<file path="src/rtl/hex_keypad_scanner.sv">
// hex_keypad_scanner
//   Scans a 4x4 active-low hex keypad one column at a time, debounces the
//   full-scan result, and reports each accepted keypress as a 4-bit code
//   with a one-cycle strobe. Alternate strobes load operand nibbles a and b.
//
//   Optional feature macro: KEYPAD_AUTOREPEAT_EN
//     defined   -> a held key re-strobes every REPEAT_SCANS full scans
//     undefined -> exactly one strobe per press
//
// Ports
//   clk       system clock
//   clr       asynchronous active-low reset
//   row[3:0]  keypad rows, active-low, asynchronous to clk
//   col[3:0]  keypad column drive, active-low one-hot
//   key[3:0]  code of the last accepted key (4*row + col)
//   key_valid one-cycle strobe for a new or repeated key
//   key_held  high while the accepted key is debounced-pressed
//   a[3:0]    operand A
//   b[3:0]    operand B
//   sel       next operand target (0 = a, 1 = b)
module hex_keypad_scanner #(
  parameter int SCAN_DIV       = 100000,
  parameter int DEBOUNCE_SCANS = 8,
  parameter int REPEAT_SCANS   = 250
) (
  input  logic       clk,
  input  logic       clr,
  input  logic [3:0] row,
  output logic [3:0] col,
  output logic [3:0] key,
  output logic       key_valid,
  output logic       key_held,
  output logic [3:0] a,
  output logic [3:0] b,
  output logic       sel
);

  localparam int DW = $clog2(SCAN_DIV);
  localparam int CW = $clog2(DEBOUNCE_SCANS + 1);
  localparam logic [DW-1:0] DIV_LAST = DW'(SCAN_DIV - 1);
  localparam logic [CW-1:0] DEB_MAX  = CW'(DEBOUNCE_SCANS);

  typedef enum logic [1:0] {
    RES_NONE   = 2'd0,
    RES_SINGLE = 2'd1,
    RES_MULTI  = 2'd2
  } res_kind_t;

  typedef struct packed {
    res_kind_t  kind;
    logic [3:0] code;
  } scan_res_t;

  typedef enum logic {
    ST_IDLE    = 1'b0,
    ST_PRESSED = 1'b1
  } state_t;

  // Reject parameter values the scan timing cannot support.
  if (SCAN_DIV < 4) begin : g_bad_scan_div
    $error("SCAN_DIV must be at least 4");
  end
  if (DEBOUNCE_SCANS < 1) begin : g_bad_debounce
    $error("DEBOUNCE_SCANS must be at least 1");
  end
  if (REPEAT_SCANS < 1) begin : g_bad_repeat
    $error("REPEAT_SCANS must be at least 1");
  end

  // Active-low one-hot column drive for a column index.
  function automatic logic [3:0] col_drive(input logic [1:0] idx);
    case (idx)
      2'd0:    col_drive = 4'b1110;
      2'd1:    col_drive = 4'b1101;
      2'd2:    col_drive = 4'b1011;
      2'd3:    col_drive = 4'b0111;
      default: col_drive = 4'b1110;
    endcase
  endfunction

  logic [3:0]    row_meta_r, row_sync_r;
  logic [DW-1:0] div_r;
  logic          tick_s, scan_done_s;
  logic [1:0]    col_idx_r;
  logic [3:0]    col_r;
  logic [15:0]   hits_r, matrix_s;
  logic [4:0]    n_hits_s;
  logic [3:0]    code_s;
  scan_res_t     result_s, prev_r;
  logic [CW-1:0] deb_cnt_r, deb_nx_s;
  logic          stable_s;
  state_t        state_r, state_nx;
  logic [3:0]    key_r, key_nx, a_r, a_nx, b_r, b_nx;
  logic          held_r, held_nx, sel_r, sel_nx, strobe_s, key_valid_r;
`ifdef KEYPAD_AUTOREPEAT_EN
  localparam int RW = $clog2(REPEAT_SCANS + 1);
  localparam logic [RW-1:0] REP_MAX = RW'(REPEAT_SCANS);
  logic [RW-1:0] rep_r, rep_nx;
`endif

  assign tick_s      = (div_r == DIV_LAST);
  assign scan_done_s = tick_s && (col_idx_r == 2'd3);

  // Two-flop synchronizer for the asynchronous row lines (idle high).
  always_ff @(posedge clk or negedge clr) begin
    if (!clr) begin
      row_meta_r <= 4'hF;
      row_sync_r <= 4'hF;
    end else begin
      row_meta_r <= row;
      row_sync_r <= row_meta_r;
    end
  end

  // Column dwell divider, column index and registered column drive.
  always_ff @(posedge clk or negedge clr) begin
    if (!clr) begin
      div_r     <= '0;
      col_idx_r <= 2'd0;
      col_r     <= 4'b1110;
    end else if (tick_s) begin
      div_r     <= '0;
      col_idx_r <= col_idx_r + 2'd1;
      col_r     <= col_drive(col_idx_r + 2'd1);
    end else begin
      div_r <= div_r + DW'(1);
    end
  end

  // Record the pressed intersections of the active column at each tick.
  // Bit index is 4*row + col, i.e. the key code.
  always_ff @(posedge clk or negedge clr) begin
    if (!clr) begin
      hits_r <= '0;
    end else if (tick_s) begin
      for (int r = 0; r < 4; r++) begin
        hits_r[{2'(r), col_idx_r}] <= ~row_sync_r[r];
      end
    end
  end

  // Full keypad matrix: stored columns 0..2 plus the live column-3 sample.
  always_comb begin
    matrix_s = hits_r;
    for (int r = 0; r < 4; r++) begin
      matrix_s[{2'(r), 2'd3}] = ~row_sync_r[r];
    end
  end

  // Classify the matrix as NONE, SINGLE(code) or MULTI.
  always_comb begin
    n_hits_s = 5'd0;
    code_s   = 4'd0;
    for (int i = 0; i < 16; i++) begin
      n_hits_s = n_hits_s + {4'd0, matrix_s[i]};
      if (matrix_s[i]) begin
        code_s = 4'(i);
      end else begin
        code_s = code_s;
      end
    end
    case (n_hits_s)
      5'd0:    result_s = '{kind: RES_NONE,   code: 4'd0};
      5'd1:    result_s = '{kind: RES_SINGLE, code: code_s};
      default: result_s = '{kind: RES_MULTI,  code: 4'd0};
    endcase
  end

  // Next debounce count: run length of identical results, saturating.
  always_comb begin
    if (result_s == prev_r) begin
      if (deb_cnt_r == DEB_MAX) begin
        deb_nx_s = DEB_MAX;
      end else begin
        deb_nx_s = deb_cnt_r + CW'(1);
      end
    end else begin
      deb_nx_s = CW'(1);
    end
    stable_s = (deb_nx_s == DEB_MAX);
  end

  // Debounce counter and previous-result register, updated per full scan.
  always_ff @(posedge clk or negedge clr) begin
    if (!clr) begin
      deb_cnt_r <= '0;
      prev_r    <= '{kind: RES_NONE, code: 4'd0};
    end else if (scan_done_s) begin
      deb_cnt_r <= deb_nx_s;
      prev_r    <= result_s;
    end
  end

  // Press/release FSM; a different key while pressed is ignored until NONE.
  always_comb begin
    state_nx = state_r;
    key_nx   = key_r;
    held_nx  = held_r;
    strobe_s = 1'b0;
`ifdef KEYPAD_AUTOREPEAT_EN
    rep_nx   = rep_r;
`endif
    if (scan_done_s) begin
      case (state_r)
        ST_IDLE: begin
          if ((result_s.kind == RES_SINGLE) && stable_s) begin
            state_nx = ST_PRESSED;
            key_nx   = result_s.code;
            held_nx  = 1'b1;
            strobe_s = 1'b1;
`ifdef KEYPAD_AUTOREPEAT_EN
            rep_nx   = '0;
`endif
          end else begin
            state_nx = ST_IDLE;
          end
        end
        ST_PRESSED: begin
          if ((result_s.kind == RES_NONE) && stable_s) begin
            state_nx = ST_IDLE;
            held_nx  = 1'b0;
          end else begin
            state_nx = ST_PRESSED;
`ifdef KEYPAD_AUTOREPEAT_EN
            // Only an uninterrupted hold of the accepted key advances the count.
            if ((result_s.kind == RES_SINGLE) && (result_s.code == key_r)) begin
              if ((rep_r + RW'(1)) == REP_MAX) begin
                strobe_s = 1'b1;
                rep_nx   = '0;
              end else begin
                rep_nx = rep_r + RW'(1);
              end
            end else begin
              rep_nx = '0;
            end
`endif
          end
        end
        default: begin
          state_nx = ST_IDLE;
          held_nx  = 1'b0;
        end
      endcase
    end else begin
      state_nx = state_r;
    end
  end

  // Operand latch: each strobe writes the key to the selected nibble.
  always_comb begin
    a_nx   = a_r;
    b_nx   = b_r;
    sel_nx = sel_r;
    if (strobe_s) begin
      if (sel_r) begin
        b_nx = key_nx;
      end else begin
        a_nx = key_nx;
      end
      sel_nx = ~sel_r;
    end else begin
      sel_nx = sel_r;
    end
  end

  // FSM state and registered outputs.
  always_ff @(posedge clk or negedge clr) begin
    if (!clr) begin
      state_r     <= ST_IDLE;
      key_r       <= 4'd0;
      held_r      <= 1'b0;
      key_valid_r <= 1'b0;
      a_r         <= 4'd0;
      b_r         <= 4'd0;
      sel_r       <= 1'b0;
    end else begin
      state_r     <= state_nx;
      key_r       <= key_nx;
      held_r      <= held_nx;
      key_valid_r <= strobe_s;
      a_r         <= a_nx;
      b_r         <= b_nx;
      sel_r       <= sel_nx;
    end
  end

`ifdef KEYPAD_AUTOREPEAT_EN
  // Auto-repeat scan counter.
  always_ff @(posedge clk or negedge clr) begin
    if (!clr) begin
      rep_r <= '0;
    end else begin
      rep_r <= rep_nx;
    end
  end
`endif

  assign col       = col_r;
  assign key       = key_r;
  assign key_valid = key_valid_r;
  assign key_held  = held_r;
  assign a         = a_r;
  assign b         = b_r;
  assign sel       = sel_r;

endmodule

</file>
<file path="config.mk">
export PLATFORM = sky130hd
export DESIGN_NAME = hex_keypad_scanner
export DESIGN_NICKNAME = d
export VERILOG_FILES = /design/src/rtl/hex_keypad_scanner.sv
export SDC_FILE = /design/constraint.sdc
export NUM_CORES = 1
export LEC_CHECK = 0
export BUFFER_PORTS_ARGS = -buffer_cell sky130_fd_sc_hd__buf_2
export CORE_ASPECT_RATIO = 0.8
export CORE_MARGIN = 2
export CORE_UTILIZATION = 47
export DETAILED_ROUTE_END_ITERATION = 8
export PLACE_DENSITY = 0.67
export REMOVE_ABC_BUFFERS = 1
export SYNTH_ARGS = -nofsm -noshare
export SYNTH_HDL_FRONTEND = slang
export SYNTH_SLANG_ARGS = --single-unit
</file>
<file path="constraint.sdc">
create_clock -name clk -period 5.1 [get_ports clk]
set_input_delay 0.255 -clock clk [delete_from_list [all_inputs] [get_ports clk]]
set_output_delay 0.255 -clock clk [all_outputs]
set_load 0.05 [all_outputs]
</file>
==> flow_summary.toml <==
[status]
status = "finished, violations left"
violations = "negative setup slack"

[clocking]
path_clk_slew_ns = 0.08
cts.htree.levels = 3
cts_sinks = 69
worst_skew_pair.late_latency_ns = 0.34
cts_buffers = 9
cts_tree = "yes"
clk_path_buf_depth = 2
root_buffer = "clkbuf_8"

[setup_path]
path_max_fanout = 5
crit_required_ns = 5.33
path_common_cell = "fa_1"
cp.arrival_ns = 5.53
end_kind = "flop"
crit_chain = "fa_1, inv_1, fa_1, inv_2, fa_1, inv_1, fa_1, inv_1, ha_2, inv_2, fa_2, nor4bb_4, a22oi_2, buf_4, or3_4, o2111ai_4, buf_6, and4bb_2, a221o_1"
cp-start-kind = "flop"
critPathTopFamily = "adder cells"
worst-path-buf-inv = 7
critPathKind = "flop to flop"
max_stage_delay_ns = 0.54
cp_slowest_cell = "fa_1"

[synthesis]
syn_area_um2 = 3610
post-synth-top-count-cell = "dfrtp_1"
synthTopCellsByCount = "dfrtp_1 (58), inv_1 (37), nand2_1 (32), o21ai_0 (22), nor2_1 (19)"
avgSynthCellArea_um2 = 11.2
synth_cells = 322
synth.ff_latch_count = 69
ys_warn_count = 0
synthArstFlopShare = 1.00
yosysUniqueCellTypes = 59
synth_flop_cell = "dfrtp_1"
synth_seq_area_share = 0.482
synth.top_cells.by_area = "dfrtp_1 (40%), dfstp_2 (8.0%), fa_1 (5.5%), ha_1 (4.2%), inv_1 (3.8%)"
synth_area_leader_cell = "dfrtp_1"
synth_edf_count = 0
synth_top_area_share = 0.402

[grt]
antenna_found_initial = 0
grt_max_degree = 70
grt_pass1_vias = 2444
track_usage = 0.188
grt_first_pass_wirelength_um = 12000
grt-ovfl-total = 0

[place]
portBuffers = 24
placed_cell_area_um2 = 4060
gp_congestion = 0.863
dp_hpwl_um = 4960

[cells_and_area]
nNetsFinal = 416
fillCellCount = 627
num_antenna_cells = 0
syn_to_final_growth_pct = 24.6
layout-drive-gt1-share = 0.318
post-route-cell-area_um2 = 4500

[floorplanning]
die_width_um = 102
start_util = 0.486
die_h_um = 82.4
placementRows = 28
ios = 25
core_um2 = 7430
dieArea_um2 = 8400

[drt]
route.detailed.drc = 0
dr.pass1.iters = 4
wl_um = 7060
drt_iter0_markers = 119
routedWlPerCell_um = 14.2
vias_per_cell = 5.04
vias = 2512
ant_nets = 0

[sta]
drv_slew = 0
min_period_ns = 5.31
worstMarginPinSlew_ns = 0.870
tns_ns = -2.26
hold_viol = 0
timing.fmax_mhz = 188
rsz0062_at_grt = "yes"
setup_viol = 17
post-route-period-util = 1.04
finalWorstSetupSlack_ns = -0.207
clock_skew_ns = 0.00738
slew_headroom = 0.420

[worst_hold_path]
hp-class = "primary input to asynchronous set/reset pin"

[power_and_ir_drop]
peakVddDrop_mv = 0.142
power.total_mw = 1.17
power_density_nw_per_um2 = 260
p_leak_nw = 2.05

[run]
max-cap-violations = 0
## per-stage QoR
| stage | setup WS, ns | utilization | cells | hold WS [ns] |
|---|---|---|---|---|
| floorplan | -0.305 | - | 317 | -0.0406 |
| global placement | -0.404 | 0.546 | 474 | 0.345 |
| detailed placement | -0.517 | 0.546 | 474 | 0.349 |
| CTS | -0.200 | 0.594 | 493 | 0.000877 |
| global route | -0.474 | 0.605 | 498 | 0.184 |
| finish | -0.207 | 0.605 | 498 | 0.0936 |
## power breakdown
| part | switching, mW | internal [mW] |
|---|---|---|
| logic | 0.0743 | 0.0577 |
| registers | 0.00222 | 0.553 |
| clock network | 0.213 | 0.268 |
| total | 0.289 | 0.878 |
## cell families (layout without fill, tap and decap cells)
family                   Yosys count  in the layout  share of synthesized area
adder cells (fa/ha/maj)           22             22                     0.0971
multiplexers                      21             21                     0.0659
XOR/XNOR                          18             18                     0.0437
AND/OR/NAND/NOR                  104            104                      0.173
buffers and inverters             42            113                     0.0444
flip-flops                        69             69                      0.482
AO/OA/AOI/OAI                     46             46                     0.0936
## path summary, 6_finish.rpt
kind / cells past startpoint / start / slack (ns) / to
max in group asynchronous: 2 / clr / 4.42 / prev_r[5]$_DFFE_PN0P_
min in group clk: 0 / row_meta_r[1]$_DFF_PN1_ / 0.36 / row_sync_r[1]$_DFF_PN1_
max: 19 / hits_r[0]$_DFFE_PN0P_ / -0.21 / deb_cnt_r[2]$_DFFE_PN0P_
min reg2reg: 0 / row_meta_r[1]$_DFF_PN1_ / 0.36 / row_sync_r[1]$_DFF_PN1_
max reg2reg: 19 / hits_r[0]$_DFFE_PN0P_ / -0.21 / deb_cnt_r[2]$_DFFE_PN0P_
min: 2 / clr / 0.09 / hits_r[2]$_DFFE_PN0P_
## what timing repair did
action	4_1_cts	5_1_grt
endpoints found under the setup margin	20	20
setup buffers	1	3
cloned	0	0
resized for setup	24	10
hold endpoints to repair	2	2
hold buffers	2	2
pin swaps	9	0
## cells in the final DEF (no fill, tap or decap), drive strengths merged, types with 5 or more instances in the layout
cell type and count:
nand4 6, xor2 5, nor2 19, dfrtp 58, clkbuf 12, nor2b 7
fa 10, dfstp 11, o21ai 22, nand2 32, buf 56, mux2 13
ha 12, mux2i 8, nand3 8, xnor2 13, inv 38
## area by class of cell
cell class	count	area (um2)	share of cell area
clock inverter	4	53.8	0.0120
multi-input combinational	211	1840	0.409
timing repair buffer	60	427	0.0949
clock buffer	12	165	0.0367
tap	105	131	0.0292
inverter	37	139	0.0309
sequential	69	1740	0.387
## flip-flops by register name, indices dropped and copies added, names as in the netlist, 2 cells and up
signal	cells
a	4
b	4
col	4
col_idx_r	2
deb_cnt_r	4
div_r	17
hits_r	12
key	4
prev_r	6
row_meta_r	4
row_sync_r	4
## metal layers
layer / part of all wire / global-route usage
met1: 0.52 / 0.280
met2: 0.45 / 0.271
met3: 0.021 / 0.0589
met4: 0.0078 / 0.0387
met5: 0 / 0
## worst reg2reg max path, stage by stage (launching register included)
cell and delay (ns):
dfrtp_1 0.40, fa_1 0.54, inv_1 0.05, fa_1 0.51, inv_2 0.04, fa_1 0.49
inv_1 0.05, fa_1 0.42, inv_1 0.07, ha_2 0.18, inv_2 0.04, fa_2 0.53
nor4bb_4 0.23, a22oi_2 0.13, buf_4 0.16, or3_4 0.34, o2111ai_4 0.33, buf_6 0.19
and4bb_2 0.22, a221o_1 0.26
Power figures use the tool's default switching activity.
